==> src/rtl/uart_pkg.sv <==
// Shared UART definitions for the transmitter and receiver.
// Contents: the frame-sequencer state type, the default oversample ratio,
// the data-length constants, and a reference parity helper that the
// receiver uses to check incoming frames.
package uart_pkg;

  typedef enum logic [2:0] {
    IDLE,
    START,
    DATA,
    PARITY,
    STOP
  } tx_state_e;

  localparam int unsigned OVERSAMPLE_DEF = 16;
  localparam int unsigned DATA_BITS_7    = 7;
  localparam int unsigned DATA_BITS_8    = 8;

  // Parity over the low nbits of data; odd=1 gives odd parity.
  function automatic logic parity_calc(input logic [7:0] data,
                                       input int unsigned nbits,
                                       input logic odd);
    logic p;
    p = odd;
    for (int unsigned i = 0; i < 8; i++) begin
      if (i < nbits) p = p ^ data[i];
    end
    return p;
  endfunction

endpackage

==> src/rtl/uart_tx_async_if.sv <==
// Host-side transmit handshake bundle for uart_tx_async.
//   tx_data  byte to send (bit 7 ignored in 7-bit mode)
//   tx_wr    write strobe, taken only while txrdy=1
//   txrdy    holding register empty
//   tx_busy  frame in progress
//   tx_done  one-cycle pulse at the end of the stop bit
interface uart_tx_async_if;
  import uart_pkg::*;

  logic [7:0] tx_data;
  logic       tx_wr;
  logic       txrdy;
  logic       tx_busy;
  logic       tx_done;

  modport master (output tx_data, output tx_wr,
                  input  txrdy, input tx_busy, input tx_done);
  modport slave  (input  tx_data, input tx_wr,
                  output txrdy, output tx_busy, output tx_done);
endinterface

==> src/rtl/uart_tx_async.sv <==
// Double-buffered asynchronous UART transmitter.
// A 1-deep holding register feeds a shift sequencer that sends
// start / 7 or 8 data bits (LSB first) / optional parity / 1 stop bit.
// Ports:
//   clk, reset     system clock, synchronous active-high reset
//   baud_en        oversample tick; all frame timing advances only on it
//   bit8           1 = 8 data bits, 0 = 7 data bits
//   parity_en      1 = append parity bit
//   odd_n_even     1 = odd parity, 0 = even parity
//   tx             registered serial line, idles high
//   bus            host handshake (tx_data, tx_wr, txrdy, tx_busy, tx_done)
module uart_tx_async
  import uart_pkg::*;
#(
  parameter int unsigned OVERSAMPLE = OVERSAMPLE_DEF
) (
  input  logic              clk,
  input  logic              reset,
  input  logic              baud_en,
  input  logic              bit8,
  input  logic              parity_en,
  input  logic              odd_n_even,
  output logic              tx,
  uart_tx_async_if.slave    bus
);

  localparam logic [3:0] TICK_LAST = 4'(OVERSAMPLE - 1);

  tx_state_e  state_q, state_d;
  logic [3:0] tick_q, tick_d;
  logic [2:0] bit_q, bit_d;
  logic [7:0] hold_q, hold_d;
  logic       hold_full_q, hold_full_d;
  logic [7:0] shift_q, shift_d;
  logic       par_q, par_d;
  logic       bit8_q, bit8_d;
  logic       pen_q, pen_d;
  logic       odd_q, odd_d;
  logic       tx_q, tx_d;
  logic       done_q, done_d;
  logic [2:0] bit_last;

  assign tx          = tx_q;
  assign bus.txrdy   = ~hold_full_q;
  assign bus.tx_done = done_q;
  // Busy covers the tx_done cycle even though the sequencer is already idle.
  assign bus.tx_busy = (state_q != IDLE) | done_q;

  always_comb begin
    state_d     = state_q;
    tick_d      = tick_q;
    bit_d       = bit_q;
    hold_d      = hold_q;
    hold_full_d = hold_full_q;
    shift_d     = shift_q;
    par_d       = par_q;
    bit8_d      = bit8_q;
    pen_d       = pen_q;
    odd_d       = odd_q;
    tx_d        = tx_q;
    done_d      = 1'b0;
    bit_last    = bit8_q ? 3'(DATA_BITS_8 - 1) : 3'(DATA_BITS_7 - 1);

    // A write on the frame-start cycle sees hold_full_q=1 and is dropped.
    if (bus.tx_wr && !hold_full_q) begin
      hold_d      = bus.tx_data;
      hold_full_d = 1'b1;
    end

    case (state_q)
      IDLE: begin
        if (baud_en && hold_full_q) begin
          shift_d     = bit8 ? hold_q : {1'b0, hold_q[6:0]};
          hold_d      = '0;
          hold_full_d = 1'b0;
          bit8_d      = bit8;
          pen_d       = parity_en;
          odd_d       = odd_n_even;
          par_d       = 1'b0;
          tick_d      = '0;
          bit_d       = '0;
          tx_d        = 1'b0;
          state_d     = START;
        end
      end
      default: begin
        if (baud_en) begin
          if (tick_q == TICK_LAST) begin
            tick_d = '0;
            case (state_q)
              START: begin
                tx_d    = shift_q[0];
                state_d = DATA;
              end
              DATA: begin
                // shift_q[0] is the bit on the line now; fold it into parity.
                par_d   = par_q ^ shift_q[0];
                shift_d = {1'b0, shift_q[7:1]};
                if (bit_q == bit_last) begin
                  bit_d = '0;
                  if (pen_q) begin
                    tx_d    = par_q ^ shift_q[0] ^ odd_q;
                    state_d = PARITY;
                  end else begin
                    tx_d    = 1'b1;
                    state_d = STOP;
                  end
                end else begin
                  bit_d = bit_q + 3'd1;
                  tx_d  = shift_q[1];
                end
              end
              PARITY: begin
                tx_d    = 1'b1;
                state_d = STOP;
              end
              STOP: begin
                tx_d    = 1'b1;
                done_d  = 1'b1;
                state_d = IDLE;
              end
              default: state_d = IDLE;
            endcase
          end else begin
            tick_d = tick_q + 4'd1;
          end
        end
      end
    endcase
  end

  always_ff @(posedge clk) begin
    if (reset) begin
      state_q     <= IDLE;
      tick_q      <= '0;
      bit_q       <= '0;
      hold_q      <= '0;
      hold_full_q <= 1'b0;
      shift_q     <= '0;
      par_q       <= 1'b0;
      bit8_q      <= 1'b0;
      pen_q       <= 1'b0;
      odd_q       <= 1'b0;
      tx_q        <= 1'b1;
      done_q      <= 1'b0;
    end else begin
      state_q     <= state_d;
      tick_q      <= tick_d;
      bit_q       <= bit_d;
      hold_q      <= hold_d;
      hold_full_q <= hold_full_d;
      shift_q     <= shift_d;
      par_q       <= par_d;
      bit8_q      <= bit8_d;
      pen_q       <= pen_d;
      odd_q       <= odd_d;
      tx_q        <= tx_d;
      done_q      <= done_d;
    end
  end

endmodule

==> src/flat_wrapper.sv <==
// flat-port wrapper written by rule: the top's interface ports become plain ports
module uart_tx_async_flat import uart_pkg::*;
#(
  parameter int unsigned OVERSAMPLE = OVERSAMPLE_DEF
)
  (clk, reset, baud_en, bit8, parity_en, odd_n_even, tx, bus_tx_data, bus_tx_wr, bus_txrdy, bus_tx_busy, bus_tx_done);
  uart_tx_async_if bus_i ();
  input  logic clk;
  input  logic reset;
  input  logic baud_en;
  input  logic bit8;
  input  logic parity_en;
  input  logic odd_n_even;
  output logic tx;
  input wire logic [$bits(bus_i.tx_data)-1:0] bus_tx_data;
  input wire logic [$bits(bus_i.tx_wr)-1:0] bus_tx_wr;
  output wire logic [$bits(bus_i.txrdy)-1:0] bus_txrdy;
  output wire logic [$bits(bus_i.tx_busy)-1:0] bus_tx_busy;
  output wire logic [$bits(bus_i.tx_done)-1:0] bus_tx_done;
  assign bus_i.tx_data = bus_tx_data;
  assign bus_i.tx_wr = bus_tx_wr;
  assign bus_txrdy = bus_i.txrdy;
  assign bus_tx_busy = bus_i.tx_busy;
  assign bus_tx_done = bus_i.tx_done;
  uart_tx_async #(.OVERSAMPLE(OVERSAMPLE)) u_core (.clk(clk), .reset(reset), .baud_en(baud_en), .bit8(bit8), .parity_en(parity_en), .odd_n_even(odd_n_even), .tx(tx), .bus(bus_i));
endmodule
==> config.mk <==
export PLATFORM = sky130hd
export DESIGN_NAME = uart_tx_async_flat
export DESIGN_NICKNAME = d
export VERILOG_FILES = /design/src/rtl/uart_pkg.sv /design/src/rtl/uart_tx_async_if.sv /design/src/rtl/uart_tx_async.sv /design/src/flat_wrapper.sv
export SDC_FILE = /design/constraint.sdc
export NUM_CORES = 1
export LEC_CHECK = 0
export ABC_AREA = 1
export CAP_MARGIN = 20
export CORE_MARGIN = 5
export CORE_UTILIZATION = 41
export CTS_BUF_LIST = sky130_fd_sc_hd__clkbuf_4 sky130_fd_sc_hd__clkbuf_8
export CTS_CLUSTER_DIAMETER = 200
export DETAILED_ROUTE_END_ITERATION = 10
export HOLD_SLACK_MARGIN = 0.1
export SYNTH_ARGS = -nofsm -noshare
export SYNTH_HDL_FRONTEND = slang
export SYNTH_SLANG_ARGS = --single-unit
==> constraint.sdc <==
create_clock -name clk -period 1.9 [get_ports clk]
set_input_delay 0.19 -clock clk [delete_from_list [all_inputs] [get_ports clk]]
set_output_delay 0.19 -clock clk [all_outputs]
set_load 0.01 [all_outputs]
Yosys cells after proc, flatten, opt, wreduce, memory -nomap -nowiden
Cells that the tools add are included.
{ "classes": {"n_addsub": 2, "n_mul": 0, "div_mod_pow": 0, "order_cmp": 0, "eq_ne": 8, "n_shift": 0, "mux": 42, "bitwise_logic": 6, "n_reduce_logical": 16} }
{ "op_table": {"columns": ["operator", "count"], "rows": [
  ["8-bit 2-to-1 mux", 9],
  ["3-bit 2-to-1 mux", 12],
  ["4-bit 2-to-1 mux", 4],
  ["1-bit 2-to-1 mux", 15],
  ["4-bit AND reduction", 3],
  ["3-bit one-hot mux with 3 select lines", 1],
  ["3-bit by 2-bit == test with 1-bit output, second input constant", 2],
  ["2-bit nonzero test", 3],
  ["4-bit by 1-bit adder with 4-bit output, second input constant", 1],
  ["4-bit == test, second input constant", 1],
  ["2-bit AND reduction", 2],
  ["4-bit nonzero test", 1],
  ["4-bit OR reduction", 1],
  ["3-bit by 1-bit adder with 3-bit output, second input constant", 1],
  ["3-bit by 1-bit == test with 1-bit output, second input constant", 1],
  ["3-bit == test", 1],
  ["3-bit == test, second input constant", 1],
  ["3-bit logical NOT", 1],
  ["3-bit by 1-bit inequality test with 1-bit output, second input constant", 1],
  ["1-bit inverter", 3],
  ["1-bit one-hot mux with 3 select lines", 1],
  ["3-bit nonzero test", 1],
  ["1-bit logical AND", 2],
  ["2-bit by 1-bit inequality test with 1-bit output, second input constant", 1],
  ["4 further kinds", 5]
]} }
{ "word_totals": {"ff_bits": 33, "latch_bits": 0, "ramBits": 0, "rom_bits": 0, "inputBits": 15, "n_memories": 0} }

Longest topological paths before layout
Gate-level depths: netlist of run 1.
{ "logic_depth": {"depth_word": 8, "depth_mapped": 9, "ltp_nobuf": 9} }

Least setup slack after synthesis of run 1
Ideal clock, no wire load.
{ "synth_timing": {"path_type": "reg2reg", "start": "register u_core.tick_q[0]", "end": "register u_core.shift_q[7]", "setup_time_ps": 116, "t_arrival_ps": 1246, "t_required_ps": 1784, "slack_ps": 538, "path_stages_with_launch": 8, "synth_period_minus_slack_ps": 1362, "path_cell_list": "dfxtp_1 ha_1 nand3_1 o21ai_2 nand2_2 buf_6 a21oi_1 nor2_1"} }
{ "synth_between": {"elab_chain_cells": 3} }
{ "synth_lines": {"columns": ["item", "line_no", "text"], "rows": [
  ["start, declared", "uart_tx_async.sv:30", "logic [3:0] tick_q, tick_d;"],
  ["start signal, assigned", "uart_tx_async.sv:148", "tick_q <= tick_d;"],
  ["4-bit == test", "uart_tx_async.sv:88", "if (tick_q == TICK_LAST) begin"],
  ["2-bit nonzero test (no source line)", null, null],
  ["4-bit AND reduction (no source line)", null, null],
  ["end signal, assigned", "uart_tx_async.sv:152", "shift_q <= shift_d;"],
  ["end, declared", "uart_tx_async.sv:34", "logic [7:0] shift_q, shift_d;"]
]} }
No other way between the ends.
A chain may end at the register's enable or synchronous reset.

Final worst setup path of run 1
{ "layout_timing": {"start": "register u_core.tick_q[0]", "end": "register u_core.bit_q[1]"} }
{ "layout_between": {"elab_chain_cells": 3} }
{ "layout_lines": {"columns": ["item", "line_no", "text"], "rows": [
  ["4-bit == test", "uart_tx_async.sv:88", null],
  ["2-bit nonzero test (no source line)", null, null],
  ["4-bit AND reduction (no source line)", null, null],
  ["end signal, assigned", "uart_tx_async.sv:149", "bit_q <= bit_d;"],
  ["end, declared", "uart_tx_async.sv:31", "logic [2:0] bit_q, bit_d;"]
]} }
No other way between the ends.

==> impl_metrics.csv, run 1 <==
group,metric,value,unit
status,status,"finished, final reports clean",
floorplanning,core,0.00374,sq mm
sta,tightest_slew,0.468,ns
sta,setup_ws,0.310,ns
cells_and_area,fin_area,0.00197,sq mm
cts,root_buffer,"clkbuf_8",
floorplanning,dieArea,0.00531,sq mm
floorplanning,initial_core_util,43.2,%
yosys,synthTopCellsByArea,"dfxtp_1 (41%), nand2_1 (12%), nor2_1 (9.0%)",
detailed_routing,drcViolationCount,0,
worst_hold_path,min-delay-start,"u_core.hold_q[3]",
yosys,syn_avg_cell_area,6.95,sq um
detailed_routing,drt_iter0_markers,54,
place,placed_area,0.00187,sq mm
detailed_routing,vias,1461,
grt,antenna_found_initial,0,
cells_and_area,final_net_count,276,
critical_path,required,2.08,ns
cts,insertion_delay,0.29,ns
detailed_routing,viasPerCell,4.74,
critical_path,reg2reg_from,"u_core.tick_q[0]",
sta,rsz0062_at_grt,"no",
grt,grt_max_degree,17,
critical_path,path_class,"reg2reg",
sta,slew_headroom,68.7,%
yosys,synth_area_leader_cell,"dfxtp_1",
place,numPortBuffers,18,
grt,grt_usage,14.5,%
floorplanning,rows,22,
critical_path,crit_chain,"ha_1, nand3_1, o21ai_2, nand2_2, o21ai_0, nor2_1",
yosys,yosysSeqAreaShare,40.8,%
detailed_routing,routed_wl,3420,microns
sta,tns,0,ns
sta,clock-skew-final,0.00435,ns
yosys,synth.top_cell.area_share,40.8,%
detailed_routing,dr.pass1.iters,4,
critical_path,path_delay_family,"compound AO/OA/AOI/OAI gates",
cts,cts_tree,"built",
cts,cts.sinks,33,
floorplanning,boundaryPins,19,
critical_path,critPathLaunchType,"flip-flop",
place,post-dp-hpwl,2540,microns
place,place.gp.congestion,0.778,
grt,grt_pass1_wl,6080,microns
power,p_leak,0.000834,uW
worst_hold_path,hp-class,"reg2reg",
cells_and_area,fin_cells,308,
grt,grt_pass1_vias,1386,
sta,min_period_over_period,83.7,%
sta,hold_viol_final,0,
yosys,syn_inst,233,
critical_path,r2r_slack,0.31,ns
sta,post-route-min-period,1.59,ns
critical_path,cp_max_fo,14,
cts,htreeDepth,2,
critical_path,crit_start,"u_core.tick_q[0]",
cells_and_area,diodes,0,
yosys,synth_nets,250,
yosys,synth-seq-cells,33,
critical_path,crit_arrival,1.77,ns
sta,max_freq,0.629,GHz
floorplanning,die_w,72.8,microns
power,pwr_density_cell,1480,mW/mm^2
place,dp_slack,0.196,ns
cts,path_clk_slew,0.07,ns
critical_path,cp_slowest_stage_delay,0.37,ns
yosys,synth_warnings,0,
cells_and_area,final_util,52.6,%
critical_path,crit_path_top_delay_cell,"dfxtp_1",
power,vdd_drop_max,606,uV
critical_path,end_kind,"flip-flop",
cts,numCtsBuffers,5,
sta,slew_viol_final,0,
run,maxCapViolCount,0,
place,dp_cells,298,
cells_and_area,syn_to_final_growth,21.7,%
floorplanning,die_h,72.8,microns
critical_path,worst-path-buf-inv,0,
yosys,synth_area,0.00162,sq mm
cts,cts_max_path_buffers,2,
detailed_routing,antenna_left,0,
sta,finalSetupViolations,0,
detailed_routing,wire_per_inst,11.1,microns
cells_and_area,fillers,373,
cells_and_area,layout-drive-gt1-share,12.7,%
yosys,yosysUniqueCellTypes,31,
grt,overflow,0,
routing by layer:
layer | track usage [%] | wire [microns] | vias up
met5 | 0 | 0 | -
met2 | 24.3 | 1650 | 12
li1 | - | - | 802
met3 | 4.41 | 109 | 7
met1 | 17.1 | 1590 | 640
met4 | 6.15 | 70 | 0
synth_stat cells:
| library cell | instances |
|---|---|
| a211oi_1 | 8 |
| a21oi_1 | 16 |
| a21oi_2 | 1 |
| buf_2 | 2 |
| buf_4 | 1 |
| buf_6 | 2 |
| clkbuf_1 | 1 |
| clkinv_1 | 1 |
| dfxtp_1 | 33 |
| ha_1 | 2 |
| inv_1 | 23 |
| inv_2 | 4 |
| nand2_1 | 50 |
| nand2_2 | 4 |
| nand2_4 | 1 |
| nand3_1 | 10 |
| nand3_2 | 1 |
| nand4_2 | 1 |
| nor2_1 | 39 |
| nor2_2 | 1 |
| nor2_4 | 1 |
| nor3_1 | 3 |
| nor3b_2 | 1 |
| nor4_1 | 1 |
| o21ai_0 | 6 |
| o21ai_1 | 15 |
| o21ai_2 | 1 |
| o22ai_1 | 1 |
| or2_1 | 1 |
| or2_2 | 1 |
| xnor2_1 | 1 |
worst reg2reg max path, cell delays in order, from the launching register on:
cell and delay, ns:
dfxtp_1 0.37, ha_1 0.21, nand3_1 0.16, o21ai_2 0.25
nand2_2 0.21, o21ai_0 0.22, nor2_1 0.06
path summary, 6_finish.rpt:
kind,endpoint,depth (start not counted)
setup / recovery,u_core.bit_q[1],6
hold reg to reg,u_core.hold_q[3],2
setup reg to reg,u_core.bit_q[1],6
hold / removal,u_core.hold_q[3],2
final cells by class:
type                            count  area [sq um]  area share, %
Tap cell                           48          60.1           3.05
Multi-Input combinational cell    166           810           41.1
Inverter                           28           105           5.33
Timing Repair Buffer               25           248           12.6
Clock buffer                        6          76.3           3.87
Sequential cell                    33           662           33.6
Clock inverter                      2          10.0          0.508
cell usage in the layout, fill, tap and decap left out, types with 2 or more instances in the layout:
| cell | Yosys | routed |
|---|---|---|
| nand2_1 | 50 | 50 |
| nor2_1 | 39 | 39 |
| dfxtp_1 | 33 | 32 |
| inv_1 | 23 | 23 |
| clkdlybuf4s50_1 | 0 | 17 |
| a21oi_1 | 16 | 16 |
| o21ai_1 | 15 | 15 |
| nand3_1 | 10 | 10 |
| a211oi_1 | 8 | 8 |
| o21ai_0 | 6 | 6 |
| buf_4 | 1 | 6 |
| clkbuf_8 | 0 | 5 |
| inv_2 | 4 | 4 |
| nand2_2 | 4 | 4 |
| nor3_1 | 3 | 3 |
| ha_1 | 2 | 2 |
| clkinv_2 | 0 | 2 |
flip-flops by register name, indices dropped and copies added, names as in the netlist:
register and flops:
u_core.shift_q 8, u_core.tick_q 4, u_core.tx 1, u_core.bit_q 3, u_core.bus.tx_done 1, u_core.state_q 3
u_core.hold_full_q 1, u_core.odd_q 1, u_core.bit8_q 1, u_core.par_q 1, u_core.hold_q 8, u_core.pen_q 1
power breakdown:
group          switching, uW  leakage [uW]  internal, uW
logic                    831      0.000515           576
registers                118      0.000271           860
clock network            262     0.0000484           268
cells by family after synthesis:
group,count (synthesis),synth area share [%]
XOR/XNOR,1,0.541
flip-flops,33,40.8
buffers and inverters,34,9.20
AND/OR/NAND/NOR,115,31.3
AO/OA/AOI/OAI,48,16.6
adder cells (fa/ha/maj),2,1.55
through the flow:
stage                     hold WS, ns  power [uW]
after floorplan                 0.259        2050
after global placement          0.459        2380
after detailed placement        0.458        2380
after CTS                       0.471        2960
after global routing            0.485        3200
final                           0.466        2920
timing repair:
action                     CTS  global route
hold buffers                 0             0
buffers inserted             2             0
resized for setup            1             1
pin swaps                    1             0
setup endpoints to repair    1             1
No activity file was read; power rests on OpenSTA's default activity.
==> inputs of run 2 (changes only) <==
- clock period: 1.9 -> 1.3 ns (I/O delays scaled with it)
==> run 2 against run 1 <==
The flow now finishes with violations (negative setup slack); highest routed layer unchanged; cell count grew 7.5%; worst hold slack lost 0.034 ns; fmax grew 21%; die area is the same.
==> impl_metrics.csv, run 2 (synthesis gave the netlist of run 1 again) <==
group,metric,value,unit
critical_path,worst-path-buf-inv,2,
cts,ctsHoldBuffers,0,
critical_path,crit_path_top_delay_cell,"dfxtp_2",
power,pwr_density_cell,2230,mW/mm^2
detailed_routing,viasPerCell,4.75,
floorplanning,core,0.00374,sq mm
critical_path,crit_cells,8,
floorplanning,die_h,72.8,microns
critical_path,r2r_slack,-0.02,ns
cells_and_area,final_util,62.3,%
cells_and_area,layout_commonest_cell,"nand2_1",
cts,path_clk_slew,0.07,ns
sta,setup_ws,-0.0162,ns
detailed_routing,wire_per_inst,11.5,microns
grt,overflow,0,
sta,post-route-min-period,1.32,ns
cells_and_area,final_cell_mix,"nand2_1 (47), nor2_1 (37), dfxtp_1 (27), buf_4 (25), inv_1 (23)",
sta,tightest_slew,0.250,ns
detailed_routing,vias,1573,
floorplanning,initial_core_util,43.2,%
detailed_routing,antenna_left,0,
detailed_routing,drt_iter0_markers,55,
floorplanning,die_w,72.8,microns
critical_path,crit_start,"u_core.tick_q[1]",
detailed_routing,dr.pass1.iters,4,
floorplanning,dieArea,0.00531,sq mm
sta,slew_viol_final,0,
critical_path,critPathLaunchType,"flip-flop",
sta,finalSetupViolations,3,
critical_path,rr_worst_depth,8,
critical_path,reg2reg_from,"u_core.tick_q[1]",
sta,rsz0062_at_grt,"yes",
critical_path,cp_slowest_stage_delay,0.35,ns
power,p_sw,2060,uW
worst_hold_path,hp-class,"in2reg",
power,pwr-share-comb,55.1,%
critical_path,cp_max_fo,11,
cells_and_area,fin_cells,331,
cts,htreeDepth,2,
cts,cts_tree,"built",
cells_and_area,final_net_count,300,
grt,grt_max_degree,17,
critical_path,end_kind,"flip-flop",
grt,grt_pass1_wl,6440,microns
sta,max_freq,0.760,GHz
sta,min_period_over_period,101,%
cts,cts.sinks,33,
power,swShare,39.6,%
place,post-dp-hpwl,2730,microns
floorplanning,boundaryPins,19,
power,vdd_drop_max,1060,uV
floorplanning,rows,22,
status,status,"complete, but fails checks",
detailed_routing,drcViolationCount,0,
detailed_routing,routed_wl,3800,microns
place,numPortBuffers,18,
critical_path,worstReg2RegEnd,"u_core.bit_q[2]",
sta,slew_headroom,83.1,%
cells_and_area,diodes,0,
grt,antenna_found_initial,0,
run,maxCapViolCount,0,
cells_and_area,layout-drive-gt1-share,29.0,%
sta,clock-skew-final,0.00546,ns
place,place.gp.congestion,0.820,
cts,cts_max_path_buffers,2,
critical_path,required,1.52,ns
power,p_leak,0.00100,uW
cts,numCtsBuffers,5,
cts,insertion_delay,0.28,ns
critical_path,path_class,"reg2reg",
place,dp_cells,320,
cells_and_area,syn_to_final_growth,44.1,%
grt,grt_pass1_vias,1471,
cells_and_area,top_regs,"u_core.hold_q (8), u_core.shift_q (8), u_core.tick_q (4)",
power,clockPowerShare,17.6,%
critical_path,crit_chain,"ha_4, nand3_4, o21ai_4, inv_2, nor2_4, buf_12, nand2_1, a21oi_2",
power,pwr-share-seq,27.3,%
critical_path,path_delay_family,"flip-flops",
sta,hold_viol_final,0,
critical_path,crit_path_end,"u_core.bit_q[2]",
critical_path,crit_arrival,1.54,ns
status,failed_checks,"negative setup slack",
grt,grt_usage,15.6,%
cts,root_buffer,"clkbuf_8",
cells_and_area,fillers,369,
power,p_int,3140,uW
==> run 2: cell count changes in the layout (fill, tap and decap cells not counted), moves of 5 or more <==
| cell | delta |
|---|---|
| buf_4 | +19 |
| dfxtp_1 | -5 |
| a211oi_1 | -7 |
| dfxtp_2 | +5 |
| a211oi_2 | +7 |
==> run 2: timing repair <==
action                     in CTS  in global routing
setup endpoints to repair      22                 29
pin swaps                       2                  1
gates cloned                    1                  0
setup buffers                   2                  1
resized for setup              13                 27
==> run 2: cell type report <==
type | count | area [sq um] | area share (%)
Inverter | 28 | 105 | 4.50
Sequential cell | 33 | 668 | 28.6
Multi-Input combinational cell | 167 | 941 | 40.3
Tap cell | 48 | 60.1 | 2.57
Clock inverter | 2 | 35.0 | 1.50
Clock buffer | 5 | 68.8 | 2.95
Timing Repair Buffer | 48 | 455 | 19.5
==> run 2: how the worst min path moves through the flow <==
stage	start	to	slack, ns	cells after the start
2_1_floorplan	reset	u_core.tick_q[1]	0.19	1
3_3_place_gp	u_core.hold_q[7]	u_core.hold_q[7]	0.45	2
3_5_place_dp	u_core.hold_q[3]	u_core.hold_q[3]	0.45	2
4_1_cts	bus_tx_data[5]	u_core.hold_q[5]	0.43	3
5_1_grt	bus_tx_data[5]	u_core.hold_q[5]	0.46	3
6_report	bus_tx_data[0]	u_core.hold_q[0]	0.43	3
==> run 2: tightest hold or removal path: cells and delay by family <==
| family | cells | cell delay, ns |
|---|---|---|
| buffers and inverters | 1 | 0.39 |
| and+or+nand+nor | 1 | 0.10 |
| AOI/OAI and AO/OA | 1 | 0.05 |
==> run 2: power by group through the flow <==
stage               clock [uW]  sequential, uW  combinational [uW]
floorplan                    0            1420                1600
global placement             0            1420                2470
detailed placement           0            1420                2490
CTS                        948            1410                2670
global route               996            1450                3170
finish                     913            1420                2870
==> run 2: routing by layer <==
| layer | global-route usage [%] | routed length (microns) | vias to the layer above |
|---|---|---|---|
| met2 | 24.5 | 1830 | 18 |
| met4 | 6.56 | 70 | 0 |
| met5 | 0 | 0 | - |
| met1 | 19.8 | 1750 | 699 |
| met3 | 4.55 | 143 | 8 |
| li1 | - | - | 848 |
==> run 2: stage by stage <==
step           hold WS [ns]  power, uW  setup slack [ns]  TNS (ns)  area [sq um]
2_1_floorplan         0.192       3020           -0.0162   -0.0162          1640
3_3_place_gp          0.451       3890            -0.229     -4.21          2080
3_5_place_dp          0.451       3910            -0.223     -4.24          2080
4_1_cts               0.427       5030           -0.0203   -0.0507          2230
5_1_grt               0.459       5620            -0.140     -1.04          2330
6_report              0.433       5200           -0.0162   -0.0441          2330
